===== src/rtl/dpram_arb_pkg.sv =====
// Shared widths, request bundle and cross-port conflict rule for the dual-port SRAM front-end.
// No timing of its own; the conflict check is purely combinational.
// No backpressure of its own; callers gate the function inputs with their own ready terms.
package dpram_arb_pkg;

    localparam int DPRAM_ADDR_WIDTH = 11;
    localparam int DPRAM_BITS       = 32;

    typedef struct packed {
        logic                        we;
        logic [DPRAM_ADDR_WIDTH-1:0] addr;
        logic [DPRAM_BITS-1:0]       wd;
        logic [DPRAM_BITS-1:0]       mask;
    } dpram_req_t;

    // Same word touched by both ports with at least one write; read/read is harmless.
    function automatic logic req_conflict(input dpram_req_t a, input dpram_req_t b,
                                          input logic go_a, input logic go_b);
        return go_a && go_b && (a.addr == b.addr) && (a.we || b.we);
    endfunction

endpackage


===== src/rtl/dpram_arb_rsp_fifo.sv =====
// Per-port read-response FIFO with occupancy count; output comes straight from storage.
// Latency: push at edge N is visible on pop_vld/pop_data after edge N, no bypass.
// Backpressure: holds data until pop; upstream credits guarantee it never overflows.
module dpram_arb_rsp_fifo #(
    parameter int WIDTH = 32,
    parameter int DEPTH = 4
) (
    input  logic                       clk,
    input  logic                       rst_n,
    input  logic                       push,
    input  logic [WIDTH-1:0]           push_data,
    input  logic                       pop,
    output logic                       pop_vld,
    output logic [WIDTH-1:0]           pop_data,
    output logic [$clog2(DEPTH+1)-1:0] count
);
    localparam int PW = (DEPTH > 1) ? $clog2(DEPTH) : 1;
    localparam int CW = $clog2(DEPTH + 1);

    logic [WIDTH-1:0] mem [DEPTH];
    logic [PW-1:0]    wr_ptr, rd_ptr;
    logic [CW-1:0]    cnt;
    logic             do_pop;

    function automatic logic [PW-1:0] ptr_nxt(input logic [PW-1:0] p);
        return (p == PW'(DEPTH - 1)) ? '0 : p + 1'b1;
    endfunction

    assign pop_vld  = (cnt != '0);
    assign pop_data = mem[rd_ptr];
    assign count    = cnt;
    assign do_pop   = pop && pop_vld;

    always_ff @(posedge clk) begin
        if (push) mem[wr_ptr] <= push_data;
    end

    always_ff @(posedge clk or negedge rst_n) begin
        if (!rst_n) begin
            wr_ptr <= '0;
            rd_ptr <= '0;
            cnt    <= '0;
        end else begin
            if (push)   wr_ptr <= ptr_nxt(wr_ptr);
            if (do_pop) rd_ptr <= ptr_nxt(rd_ptr);
            case ({push, do_pop})
                2'b10:   cnt <= cnt + 1'b1;
                2'b01:   cnt <= cnt - 1'b1;
                default: cnt <= cnt;
            endcase
        end
    end

    a_no_overflow: assert property (@(posedge clk) disable iff (!rst_n)
        !(push && cnt == CW'(DEPTH)));

endmodule


===== src/rtl/dpram_arb_front.sv =====
// Request front-end driving the 2048x32 dual-port SRAM macro; optional stats via DPRAM_ARB_STATS_EN.
// Latency: requests issue combinationally; read data reaches rsp_* two cycles after accept.
// Backpressure: per-port credits cover in-flight reads plus FIFO entries; B yields to A on conflicts.
module dpram_arb_front
    import dpram_arb_pkg::*;
#(
    parameter int ADDR_WIDTH = DPRAM_ADDR_WIDTH,
    parameter int BITS       = DPRAM_BITS,
    parameter int RSP_DEPTH  = 4
) (
    input  logic                  clk,
    input  logic                  rst_n,
    input  logic                  req_valid_A,
    output logic                  req_ready_A,
    input  logic                  req_we_A,
    input  logic [ADDR_WIDTH-1:0] req_addr_A,
    input  logic [BITS-1:0]       req_wd_A,
    input  logic [BITS-1:0]       req_mask_A,
    input  logic                  req_valid_B,
    output logic                  req_ready_B,
    input  logic                  req_we_B,
    input  logic [ADDR_WIDTH-1:0] req_addr_B,
    input  logic [BITS-1:0]       req_wd_B,
    input  logic [BITS-1:0]       req_mask_B,
    output logic                  rsp_valid_A,
    input  logic                  rsp_ready_A,
    output logic [BITS-1:0]       rsp_data_A,
    output logic                  rsp_valid_B,
    input  logic                  rsp_ready_B,
    output logic [BITS-1:0]       rsp_data_B,
    output logic                  ram_ce,
    output logic                  ram_we_A,
    output logic [ADDR_WIDTH-1:0] ram_addr_A,
    output logic [BITS-1:0]       ram_wd_A,
    output logic [BITS-1:0]       ram_mask_A,
    output logic                  ram_we_B,
    output logic [ADDR_WIDTH-1:0] ram_addr_B,
    output logic [BITS-1:0]       ram_wd_B,
    output logic [BITS-1:0]       ram_mask_B,
    input  logic [BITS-1:0]       ram_rd_A,
    input  logic [BITS-1:0]       ram_rd_B
`ifdef DPRAM_ARB_STATS_EN
    ,
    output logic [15:0]           stat_conflict,
    output logic [31:0]           stat_reads
`endif
);
    localparam int            CW       = $clog2(RSP_DEPTH + 1);
    localparam logic [CW-1:0] CRED_MAX = CW'(RSP_DEPTH);

    dpram_req_t             req_a, req_b;
    logic [CW-1:0]          cred_a, cred_b, cnt_a, cnt_b;
    logic                   base_rdy_a, base_rdy_b, conflict;
    logic                   acc_a, acc_b, rd_acc_a, rd_acc_b, pop_a, pop_b;
    logic                   inflight_a, inflight_b;
    logic [ADDR_WIDTH-1:0]  last_addr_a, last_addr_b;

    assign req_a = '{we: req_we_A, addr: req_addr_A, wd: req_wd_A, mask: req_mask_A};
    assign req_b = '{we: req_we_B, addr: req_addr_B, wd: req_wd_B, mask: req_mask_B};

    // rst_n gating keeps ready (and therefore every macro pin) quiet while reset is held.
    assign base_rdy_a = rst_n && ((cred_a < CRED_MAX) || req_we_A);
    assign base_rdy_b = rst_n && ((cred_b < CRED_MAX) || req_we_B);
    assign conflict   = req_conflict(req_a, req_b, req_valid_A && base_rdy_a,
                                     req_valid_B && base_rdy_b);

    assign req_ready_A = base_rdy_a;
    assign req_ready_B = base_rdy_b && !conflict;

    assign acc_a    = req_valid_A && req_ready_A;
    assign acc_b    = req_valid_B && req_ready_B;
    assign rd_acc_a = acc_a && !req_we_A;
    assign rd_acc_b = acc_b && !req_we_B;
    assign pop_a    = rsp_valid_A && rsp_ready_A;
    assign pop_b    = rsp_valid_B && rsp_ready_B;

    assign ram_ce     = acc_a || acc_b;
    assign ram_we_A   = acc_a && req_we_A;
    assign ram_we_B   = acc_b && req_we_B;
    assign ram_addr_A = acc_a ? req_addr_A : last_addr_a;
    assign ram_addr_B = acc_b ? req_addr_B : last_addr_b;
    assign ram_wd_A   = acc_a ? req_wd_A   : '0;
    assign ram_wd_B   = acc_b ? req_wd_B   : '0;
    assign ram_mask_A = acc_a ? req_mask_A : '0;
    assign ram_mask_B = acc_b ? req_mask_B : '0;

    always_ff @(posedge clk or negedge rst_n) begin
        if (!rst_n) begin
            cred_a      <= '0;
            cred_b      <= '0;
            inflight_a  <= 1'b0;
            inflight_b  <= 1'b0;
            last_addr_a <= '0;
            last_addr_b <= '0;
        end else begin
            case ({rd_acc_a, pop_a})
                2'b10:   cred_a <= cred_a + 1'b1;
                2'b01:   cred_a <= cred_a - 1'b1;
                default: cred_a <= cred_a;
            endcase
            case ({rd_acc_b, pop_b})
                2'b10:   cred_b <= cred_b + 1'b1;
                2'b01:   cred_b <= cred_b - 1'b1;
                default: cred_b <= cred_b;
            endcase
            inflight_a <= rd_acc_a;
            inflight_b <= rd_acc_b;
            if (acc_a) last_addr_a <= req_addr_A;
            if (acc_b) last_addr_b <= req_addr_B;
        end
    end

    dpram_arb_rsp_fifo #(.WIDTH(BITS), .DEPTH(RSP_DEPTH)) u_rsp_a (
        .clk(clk), .rst_n(rst_n), .push(inflight_a), .push_data(ram_rd_A),
        .pop(pop_a), .pop_vld(rsp_valid_A), .pop_data(rsp_data_A), .count(cnt_a)
    );

    dpram_arb_rsp_fifo #(.WIDTH(BITS), .DEPTH(RSP_DEPTH)) u_rsp_b (
        .clk(clk), .rst_n(rst_n), .push(inflight_b), .push_data(ram_rd_B),
        .pop(pop_b), .pop_vld(rsp_valid_B), .pop_data(rsp_data_B), .count(cnt_b)
    );

    // Every queued response was paid for by a credit that has not been returned yet.
    a_cred_covers_fifo: assert property (@(posedge clk) disable iff (!rst_n)
        (cnt_a <= cred_a) && (cnt_b <= cred_b));

`ifdef DPRAM_ARB_STATS_EN
    logic [32:0] reads_sum;
    assign reads_sum = {1'b0, stat_reads} + 33'(rd_acc_a) + 33'(rd_acc_b);

    always_ff @(posedge clk or negedge rst_n) begin
        if (!rst_n) begin
            stat_conflict <= '0;
            stat_reads    <= '0;
        end else begin
            if (conflict && stat_conflict != 16'hFFFF) stat_conflict <= stat_conflict + 1'b1;
            stat_reads <= reads_sum[32] ? 32'hFFFF_FFFF : reads_sum[31:0];
        end
    end
`endif

endmodule


===== config.mk =====
export PLATFORM = sky130hd
export DESIGN_NAME = dpram_arb_front
export DESIGN_NICKNAME = d
export VERILOG_FILES = /design/src/rtl/dpram_arb_pkg.sv /design/src/rtl/dpram_arb_rsp_fifo.sv /design/src/rtl/dpram_arb_front.sv
export SDC_FILE = /design/constraint.sdc
export NUM_CORES = 1
export LEC_CHECK = 0
export BUFFER_PORTS_ARGS = -buffer_cell sky130_fd_sc_hd__buf_2
export CAP_MARGIN = 0
export CORE_ASPECT_RATIO = 0.5
export CORE_MARGIN = 1.5
export CORE_UTILIZATION = 30
export DETAILED_ROUTE_END_ITERATION = 16
export PLACE_DENSITY_LB_ADDON = 0.1
export RECOVER_POWER = 25
export SKIP_LAST_GASP = 1
export SLEW_MARGIN = 30
export SYNTH_ARGS = -nofsm -noshare
export SYNTH_HDL_FRONTEND = slang
export SYNTH_SLANG_ARGS = --single-unit

===== constraint.sdc =====
create_clock -name clk -period 5.45 [get_ports clk]
set_input_delay 0.2725 -clock clk [delete_from_list [all_inputs] [get_ports clk]]
set_output_delay 0.2725 -clock clk [all_outputs]
set_load 0.005 [all_outputs]

==> impl_metrics.env <==
export IMPL_start_kind="primary input"
export IMPL_power_density_mw_per_mm2=391.1
export IMPL_slew_viol_final=0
export IMPL_reg2reg_slack_ns=2.43
export IMPL_cts_buffer_depth=3
export IMPL_end_kind="output port"
export IMPL_syn_cell_area_mm2=0.01291
export IMPL_avgRoutedWirePerCell_um=22.18
export IMPL_critPathKind="primary input to output port"
export IMPL_final_cell_mix="390 x buf_2, 256 x edfxtp_1, 76 x and3_1, 74 x dlygate4sd3_1"
export IMPL_cts_tree="yes"
export IMPL_h_tree_depth=1
export IMPL_dp_hpwl_mm=29.69
export IMPL_r2r_cells=9
export IMPL_clkSinkCount=300
export IMPL_nNetsFinal=1495
export IMPL_synth_top_family_by_area="multiplexers"
export IMPL_ctsHoldBuffers=74
export IMPL_place_gp_congestion=0.9413
export IMPL_synth_compound_area_frac=0.02520
export IMPL_drt_wl_total_mm=41.50
export IMPL_period_share=0.6673
export IMPL_cap_violations=0
export IMPL_row_count=53
export IMPL_timing_rr_end="cred_b[2]$_DFFE_PN0P_"
export IMPL_seq_area_frac_synth=0.6809
export IMPL_start_util=0.3060
export IMPL_die_h_um=149.7
export IMPL_dr_first_iter_drc_count=400
export IMPL_avgSynthCellArea_um2=17.01
export IMPL_synth_xor_area_frac=0.01561
export IMPL_grt_pass1_vias=9238
export IMPL_finClkSkew_ns=0.008278
export IMPL_core_mm2=0.04218
export IMPL_ys_ff_latch=300
export IMPL_run_status="finished clean"
export IMPL_ys_types=33
export IMPL_max_slew_margin_rel=0.3600
export IMPL_vias=8753
export IMPL_synth_area_leaders="edfxtp_1 60%, mux4_2 11%, dfrtp_1 8.5%"
export IMPL_grt_overflow=0
export IMPL_drive_above_1_share=0.4191
export IMPL_whs_endpoint="last_addr_a[2]$_DFF_PN0_"
export IMPL_grt_antenna_before_repair=28
export IMPL_grt_pass1_wl_mm=59.33
export IMPL_synth_adder_area_share=0.01978
export IMPL_tns_ns=0
export IMPL_dieArea_mm2=0.04435
export IMPL_reg2reg_from="cred_b[2]$_DFFE_PN0P_"
export IMPL_synth_simple_gate_area_share=0.1086
export IMPL_postCtsResizedCells=0
export IMPL_netlist_instances=759
export IMPL_drt_pass1_iterations=5
export IMPL_critPathArrivalTime_ns=3.36
export IMPL_fin_crit_ns=3.637
export IMPL_clock_latency_ns=0.54
export IMPL_final_common_cell="buf_2"
export IMPL_hold_path_class="primary input to flip-flop"
export IMPL_final_util=0.4105
export IMPL_grt_use_total=0.1832
export IMPL_max_slew_worst_pin_slew_ns=0.9571
export IMPL_io_pins=443
export IMPL_fmax_mhz=275.0
export IMPL_clk_pin_slew_ns=0.06
export IMPL_cts_buffers=30
export IMPL_muxShareOfSynthArea=0.1247
export IMPL_syn_to_final_growth_pct=34.14
export IMPL_ys_warn_count=0
export IMPL_post_cts_buffers=0
export IMPL_via_per_inst=4.678
export IMPL_grt_setup_unrepaired="false"
export IMPL_drc=0
export IMPL_ir_worst_vdd_v=0.0002286
export IMPL_p_leak_uw=0.006914
export IMPL_worst_ep_required_time_ns=5.18
export IMPL_finalSetupViolCount=0
export IMPL_hp_start="req_addr_A[2]"
export IMPL_io_buffer_count=442
export IMPL_hold_depth=2
export IMPL_die_w_um=296.3
export IMPL_synth_top_cell_by_area="edfxtp_1"
export IMPL_critPathMaxFanout=67
export IMPL_syn_nets=999
export IMPL_fillers=4022
export IMPL_drtAntennaViolNets=0
export IMPL_grt_start_max_net_pins=79
export IMPL_root_buffer="clkbuf_16"
export IMPL_finalHoldViolations=0
export IMPL_synth_top_area_share=0.5956
==> logic make-up after synthesis <==
logic type / count (synthesis)
adder cells (fa/ha/maj): 18
multiplexers: 79
AO/OA/AOI/OAI: 42
XOR/XNOR: 23
flip-flops: 300
buffers and inverters: 79
AND/OR/NAND/NOR: 218
==> sequential cells by signal, summed over array words and instances (netlist names), 3 cells and up <==
| register | count |
|---|---|
| u_rsp_a.mem | 128 |
| u_rsp_b.mem | 128 |
| cred_a | 3 |
| cred_b | 3 |
| u_rsp_a.count | 3 |
| u_rsp_b.count | 3 |
| last_addr_a | 11 |
| last_addr_b | 11 |
==> critical path, cell delays in order <==
cell           delay, ns
dlygate4sd3_1       0.53
buf_2               0.12
buf_4               0.53
and2_2              0.28
nand2_1             0.11
buf_4               0.26
nor4_4              0.28
buf_4               0.57
nor3b_1             0.15
buf_2               0.17
==> worst max path at each step <==
stage / slack, ns / endpoint / start
final: 1.81 / ram_wd_B[15] / rst_n
after global routing: 1.50 / ram_wd_B[15] / rst_n
after floorplan: 2.97 / cred_b[1]$_DFFE_PN0P_ / req_addr_B[1]
after global placement: 2.31 / cred_b[2]$_DFFE_PN0P_ / req_valid_B
after CTS: 1.78 / ram_wd_B[15] / rst_n
after detailed placement: 2.29 / cred_b[2]$_DFFE_PN0P_ / req_valid_B
==> power breakdown <==
group	internal [µW]	switching [µW]
Clock	1090	858
Sequential	2710	209
Combinational	985	919
==> cell usage after synthesis (all sizes together) <==
cell type	count
nor2	6
a21o	2
nand2	12
o2111a	11
a221oi	11
fa	4
o21ai	18
ha	14
xnor2	13
inv	18
nor3b	64
and2	11
nor2b	1
or3	6
nor4	1
mux2i	1
nor3	3
nand2b	2
or4	12
and3	76
mux4	64
edfxtp	256
xor2	10
buf	16
nand3	22
dfrtp	44
mux2	14
nand4	2
clkbuf	45
==> per-layer routing <==
| layer | routed length (µm) | GRT usage | vias to the layer above |
|---|---|---|---|
| li1 | - | - | 4023 |
| met1 | 14730 | 0.1930 | 4399 |
| met2 | 23310 | 0.3617 | 250 |
| met3 | 2018 | 0.03936 | 77 |
| met4 | 1411 | 0.05689 | 4 |
| met5 | 25 | 0 | - |
==> per-stage QoR <==
stage	cells	area [µm²]	hold slack (ns)	power [µW]	setup slack (ns)
3_5_place_dp	1726	15680	0.4582	4894	2.292
6_report	1871	17310	0.04792	6771	1.813
5_1_grt	1862	17290	0.02391	7142	1.501
3_3_place_gp	1726	15670	0.4501	4867	2.307
4_1_cts	1856	17340	0.01676	6901	1.779
2_1_floorplan	759	12910	-0.02309	4037	2.971
==> layout make-up <==
| type | count | area (µm²) | share of cell area |
|---|---|---|---|
| Tap cell | 577 | 721.9 | 0.04170 |
| Sequential cell | 300 | 8792 | 0.5078 |
| Clock buffer | 37 | 798.3 | 0.04610 |
| Timing Repair Buffer | 525 | 2955 | 0.1707 |
| Inverter | 18 | 67.56 | 0.003902 |
| Multi-Input combinational cell | 380 | 3821 | 0.2207 |
| Clock inverter | 19 | 120.1 | 0.006937 |
| Antenna cell | 15 | 37.54 | 0.002168 |
Note: power is estimated with default switching activity, not from simulation.
